<file path="src/rtl/mem_arbiter.sv">
// Round-robin arbiter sharing one valid/ready memory slave between fetch (m0) and load/store (m1).
// Request latched into s_* on grant; master ready mirrors slave ready; a DONE gap follows every transaction.
module mem_arbiter #(
   parameter int unsigned TIMEOUT_CYCLES = 64,
   parameter logic [31:0] ERR_RDATA      = 32'hDEAD_BEEF
) (
   input  logic        clk,
   input  logic        reset_n,
   input  logic        m0_valid,
   output logic        m0_ready,
   input  logic [31:0] m0_addr,
   input  logic [31:0] m0_wdata,
   input  logic [3:0]  m0_wstrb,
   output logic [31:0] m0_rdata,
   output logic        m0_err,
   input  logic        m1_valid,
   output logic        m1_ready,
   input  logic [31:0] m1_addr,
   input  logic [31:0] m1_wdata,
   input  logic [3:0]  m1_wstrb,
   output logic [31:0] m1_rdata,
   output logic        m1_err,
   output logic        s_valid,
   input  logic        s_ready,
   output logic [31:0] s_addr,
   output logic [31:0] s_wdata,
   output logic [3:0]  s_wstrb,
   input  logic [31:0] s_rdata,
   output logic        busy,
   output logic        grant
);

   localparam int CW = (TIMEOUT_CYCLES > 1) ? $clog2(TIMEOUT_CYCLES) : 1;

   typedef enum logic [1:0] {IDLE, GRANT0, GRANT1, DONE} state_t;

   state_t        state_q, state_d;
   logic          last_grant_q, last_grant_d;
   logic [31:0]   addr_q, addr_d;
   logic [31:0]   wdata_q, wdata_d;
   logic [3:0]    wstrb_q, wstrb_d;
   logic [CW-1:0] cnt_q, cnt_d;

   logic granted, owner, timeout_hit, finish, abort;
   logic [31:0] resp_rdata;

   assign granted     = (state_q == GRANT0) || (state_q == GRANT1);
   assign owner       = (state_q == GRANT1);
   assign timeout_hit = (TIMEOUT_CYCLES != 0) && (cnt_q == CW'(TIMEOUT_CYCLES - 1));
   // reset_n gates completion so a transaction cut by reset never reports back
   assign finish      = reset_n && granted && (s_ready || timeout_hit);
   assign abort       = finish && !s_ready;
   assign resp_rdata  = abort ? ERR_RDATA : s_rdata;

   always_comb begin
      state_d      = state_q;
      last_grant_d = last_grant_q;
      addr_d       = addr_q;
      wdata_d      = wdata_q;
      wstrb_d      = wstrb_q;
      cnt_d        = cnt_q;
      case (state_q)
         IDLE: begin
            if (m0_valid && (!m1_valid || last_grant_q)) begin
               state_d = GRANT0;
               addr_d  = m0_addr;
               wdata_d = m0_wdata;
               wstrb_d = m0_wstrb;
               cnt_d   = '0;
            end else if (m1_valid) begin
               state_d = GRANT1;
               addr_d  = m1_addr;
               wdata_d = m1_wdata;
               wstrb_d = m1_wstrb;
               cnt_d   = '0;
            end
         end
         GRANT0, GRANT1: begin
            if (finish) begin
               state_d      = DONE;
               last_grant_d = owner;
            end else begin
               cnt_d = cnt_q + 1'b1;
            end
         end
         default: state_d = IDLE;
      endcase
   end

   always_ff @(posedge clk) begin
      if (!reset_n) begin
         state_q      <= IDLE;
         last_grant_q <= 1'b1;
         addr_q       <= '0;
         wdata_q      <= '0;
         wstrb_q      <= '0;
         cnt_q        <= '0;
      end else begin
         state_q      <= state_d;
         last_grant_q <= last_grant_d;
         addr_q       <= addr_d;
         wdata_q      <= wdata_d;
         wstrb_q      <= wstrb_d;
         cnt_q        <= cnt_d;
      end
   end

   assign s_valid = granted;
   assign busy    = granted;
   assign grant   = owner;
   assign s_addr  = addr_q;
   assign s_wdata = wdata_q;
   assign s_wstrb = wstrb_q;

   assign m0_ready = finish && !owner;
   assign m0_err   = m0_ready && abort;
   assign m0_rdata = m0_ready ? resp_rdata : '0;
   assign m1_ready = finish && owner;
   assign m1_err   = m1_ready && abort;
   assign m1_rdata = m1_ready ? resp_rdata : '0;

endmodule

</file>
<file path="config.mk">
export PLATFORM = sky130hd
export DESIGN_NAME = mem_arbiter
export DESIGN_NICKNAME = d
export VERILOG_FILES = /design/src/rtl/mem_arbiter.sv
export SDC_FILE = /design/constraint.sdc
export NUM_CORES = 1
export LEC_CHECK = 0
export BUFFER_PORTS_ARGS = -buffer_cell sky130_fd_sc_hd__buf_2
export CELL_PAD_IN_SITES_DETAIL_PLACEMENT = 0
export CELL_PAD_IN_SITES_GLOBAL_PLACEMENT = 1
export CORE_UTILIZATION = 28
export CTS_BUF_LIST = sky130_fd_sc_hd__clkbuf_16
export DETAILED_ROUTE_END_ITERATION = 10
export PLACE_DENSITY_LB_ADDON = 0.1
export SLEW_MARGIN = 5
export SYNTH_ARGS = -nofsm -noshare
export SYNTH_HDL_FRONTEND = slang
export SYNTH_SLANG_ARGS = --single-unit
</file>
<file path="constraint.sdc">
create_clock -name clk -period 2.22 [get_ports clk]
set_clock_uncertainty 0.2 [all_clocks]
set_input_delay 0.222 -clock clk [delete_from_list [all_inputs] [get_ports clk]]
set_output_delay 0.222 -clock clk [all_outputs]
set_load 0.02 [all_outputs]
</file>
==> impl_metrics.env <==
export IMPL_status="complete, but fails checks"
export IMPL_failed_checks="negative setup slack"
export IMPL_grt_start_max_net_pins=59
export IMPL_timing_rr_end="cnt_q[0]"
export IMPL_r2r_start="state_q[0]"
export IMPL_number_of_buffers_inserted_by_port_buffering=311
export IMPL_synth_edff_count=0
export IMPL_drc_errors=0
export IMPL_syn2layout_area_growth_pct=66.5
export IMPL_setup_tns_ns=-9.66
export IMPL_synth_avg_cell_area_sq_um=9.25
export IMPL_report_final_hold_viol_count=0
export IMPL_clkLatencyLatePin_ns=0.33
export IMPL_viasPerCell=4.75
export IMPL_finalCriticalPeriod_ns=2.46
export IMPL_netlist_cell_type_count=42
export IMPL_timing_hold_worst_class="in -> reg"
export IMPL_worst_setup_ep_type="output pin"
export IMPL_synthFlopType="sky130_fd_sc_hd__dfxtp_1"
export IMPL_maxCapViolations=0
export IMPL_floorplan_die_area_sq_um=15500
export IMPL_first_iter_violations=137
export IMPL_core_outline_area_sq_um=14600
export IMPL_asyncSetResetFlopFracSynth_pct=0
export IMPL_number_of_global_route_vias_before_repair=4388
export IMPL_row_count=44
export IMPL_fin_crit_sh_pct=111
export IMPL_startpoint_kind_of_the_worst_setup_timing_path="flip-flop"
export IMPL_fraction_of_layout_cells_with_a_size_suffix_above_1_pct=53.4
export IMPL_clockRootBuffer="sky130_fd_sc_hd__clkbuf_16"
export IMPL_detailroute_via_count=4557
export IMPL_worst_r2r_cell_count=9
export IMPL_clock_tree_buffer_depth=2
export IMPL_final_setup_viol_count=59
export IMPL_detail_route_antenna_nets=0
export IMPL_h_tree_depth=3
export IMPL_worst_endpoint_required_ns=1.80
export IMPL_cts_buffers=9
export IMPL_ys_seq_area_share_pct=36.8
export IMPL_cts_num_sinks=77
export IMPL_ys_warnings_count=0
export IMPL_synth_area_top_cells="sky130_fd_sc_hd__dfxtp_1 37%, sky130_fd_sc_hd__mux2i_1 16%, sky130_fd_sc_hd__a211oi_1 12%"
export IMPL_fillerInstances=1404
export IMPL_timing_final_ws_setup_ns=-0.240
export IMPL_avgRoutedWirePerCell_microns=14.7
export IMPL_syn_inst=453
export IMPL_layout_nets=948
export IMPL_power_leakage_nw=3.50
export IMPL_top_level_ports=312
export IMPL_die_w_microns=124
export IMPL_preCtsSetupSlack_ns=0.00235
export IMPL_startpoint_of_the_tightest_hold_check_path="m0_addr[28]"
export IMPL_tritoncts="done"
export IMPL_routed_wl_microns=14100
export IMPL_firstDrtPassIters=4
export IMPL_die_height_microns=124
export IMPL_globalplace_congestion=0.799
export IMPL_transition_at_the_pin_with_the_smallest_max_transition_slack_ns=0.568
export IMPL_overall_power_after_layout_mw=7.38
export IMPL_synth_seq_cells=77
export IMPL_setup_repair_after_global_routing_missed_its_margin="yes"
export IMPL_grt_pass1_wl_microns=22200
export IMPL_globalRoute_totalOverflow=0
export IMPL_netlist_area_before_placement_sq_um=4190
export IMPL_hold_depth=3
export IMPL_max_freq_ghz=0.407
export IMPL_post_place_cells=920
export IMPL_post_layout_nonfiller_instances=960
export IMPL_grt_total_usage_pct=17.9
export IMPL_drv_slew=0
export IMPL_grt_antenna_before_repair=0
export IMPL_start_util_pct=28.7
export IMPL_relSlewSlack_pct=62.1
export IMPL_synth_largest_area_cell="sky130_fd_sc_hd__dfxtp_1"
export IMPL_timing_setup_critical_path_class="reg -> out"
export IMPL_antenna_cells_inserted=0
export IMPL_cp_data_arrival_time_ns=2.04
export IMPL_synth_net_count=630
export IMPL_peakVddDrop_mv=0.482
export IMPL_power_density_cell_area_nw_per_um2=1060
export IMPL_final_hpwl_dp_microns=10100
export IMPL_hold_path_endpoint="s_addr[28]"
export IMPL_clkSlewWorstSetupHoldPaths_ns=0.06
export IMPL_synthDominantCellAreaShare_pct=36.8
export IMPL_reg2reg_slack_ns=0.17
export IMPL_crit_path_max_fanout=6
[metrics by stage]
| stage | utilization (%) | hold WS (ns) | area, sq um |
|---|---|---|---|
| finish | 47.8 | 0.0241 | 6970 |
| global route | 47.8 | 0.0242 | 6970 |
| CTS | 47.1 | 0.0124 | 6880 |
| detailed placement | 41.1 | 0.288 | 6000 |
| global placement | 41.1 | 0.276 | 6000 |
| floorplan | - | 0.256 | 4300 |
[cell usage after synthesis, drive strengths merged, types with 2 or more instances]
master  instances
nor3b           2
nand4           2
nand3           7
nor4            2
a211oi         68
o21ai           6
nor2           72
a31oi           2
ha              4
dfxtp          77
and3            3
clkbuf         11
a32o            4
nand2           5
mux2i          68
nor3            4
buf            33
and2           17
o21a           51
a21oi           3
inv             5
[per-layer routing]
layer	GRT usage [%]	wire, microns	share of wire (%)	up-vias
li1	-	-	-	2311
met1	18.8	5360	38	2020
met2	33.3	7390	52	201
met3	4.85	1010	7.1	25
met4	7.16	317	2.3	0
met5	0	0	0	-
[power breakdown]
| part | internal (mW) | switching [mW] | total, mW |
|---|---|---|---|
| logic | 1.57 | 2.30 | 3.87 |
| registers | 1.87 | 0.221 | 2.09 |
| clock network | 0.863 | 0.563 | 1.43 |
| total | 4.30 | 3.08 | 7.38 |
[layout by cell type, fill, tap and decap left out, drive strengths merged, types with 7 or more instances in the layout]
| cell type | netlist | routed |
|---|---|---|
| mux2i | 68 | 68 |
| clkbuf | 11 | 10 |
| a211oi | 68 | 68 |
| nor2 | 72 | 72 |
| nand3 | 7 | 7 |
| buf | 33 | 345 |
| o21a | 51 | 51 |
| and2 | 17 | 20 |
| dfxtp | 77 | 77 |
[kinds of logic (layout without fill, tap and decap cells)]
logic type | after synthesis | after routing | share of synthesized area (%)
and+or+nand+nor | 117 | 120 | 13.8
buffers and inverters | 49 | 369 | 7.08
DFF | 77 | 77 | 36.8
adders and majority gates | 4 | 4 | 1.19
AOI/OAI and AO/OA | 138 | 138 | 24.9
muxes | 68 | 68 | 16.2
[critical path, stage by stage, from the launching register on]
cell                      delay (ns)
sky130_fd_sc_hd__dfxtp_2        0.33
sky130_fd_sc_hd__inv_2          0.05
sky130_fd_sc_hd__ha_4           0.27
sky130_fd_sc_hd__nand4_4        0.12
sky130_fd_sc_hd__buf_4          0.17
sky130_fd_sc_hd__o21ai_4        0.20
sky130_fd_sc_hd__and2_4         0.27
sky130_fd_sc_hd__o21a_1         0.16
sky130_fd_sc_hd__buf_4          0.14
[how the worst max path moves through the flow]
stage	start	end	slack, ns	cells past startpoint
4_1_cts	state_q[0]	m0_rdata[12]	-0.26	10
3_5_place_dp	state_q[0]	m1_rdata[10]	0.002	7
3_3_place_gp	state_q[0]	m1_rdata[6]	0.08	7
2_1_floorplan	state_q[1]	m1_rdata[18]	0.004	9
6_report	state_q[0]	m1_rdata[1]	-0.24	8
5_1_grt	state_q[0]	m1_rdata[1]	-0.33	8
[sequential cells by signal, indices dropped and copies added (netlist names)]
register	count
s_wstrb	4
s_wdata	32
s_addr	32
state_q	2
last_grant_q	1
cnt_q	6
[repair_timing]
action,in CTS,in global routing
hold buffers,1,0
gates resized for setup,106,16
pin swaps,11,12
gates cloned,9,1
endpoints found under the setup margin,67,68
endpoints found under the hold margin,1,0
setup buffers,12,2
[cell type report]
type / instances / area (sq um) / area share (%)
clock buffer: 9 / 225 / 3.23
clock inverter: 7 / 65.1 / 0.933
inverter: 5 / 18.8 / 0.269
multi-input combinational: 330 / 2580 / 37.0
sequential: 77 / 1540 / 22.1
tap: 184 / 230 / 3.30
timing repair buffer: 348 / 2310 / 33.2
No activity file was read; power rests on OpenSTA's default activity.
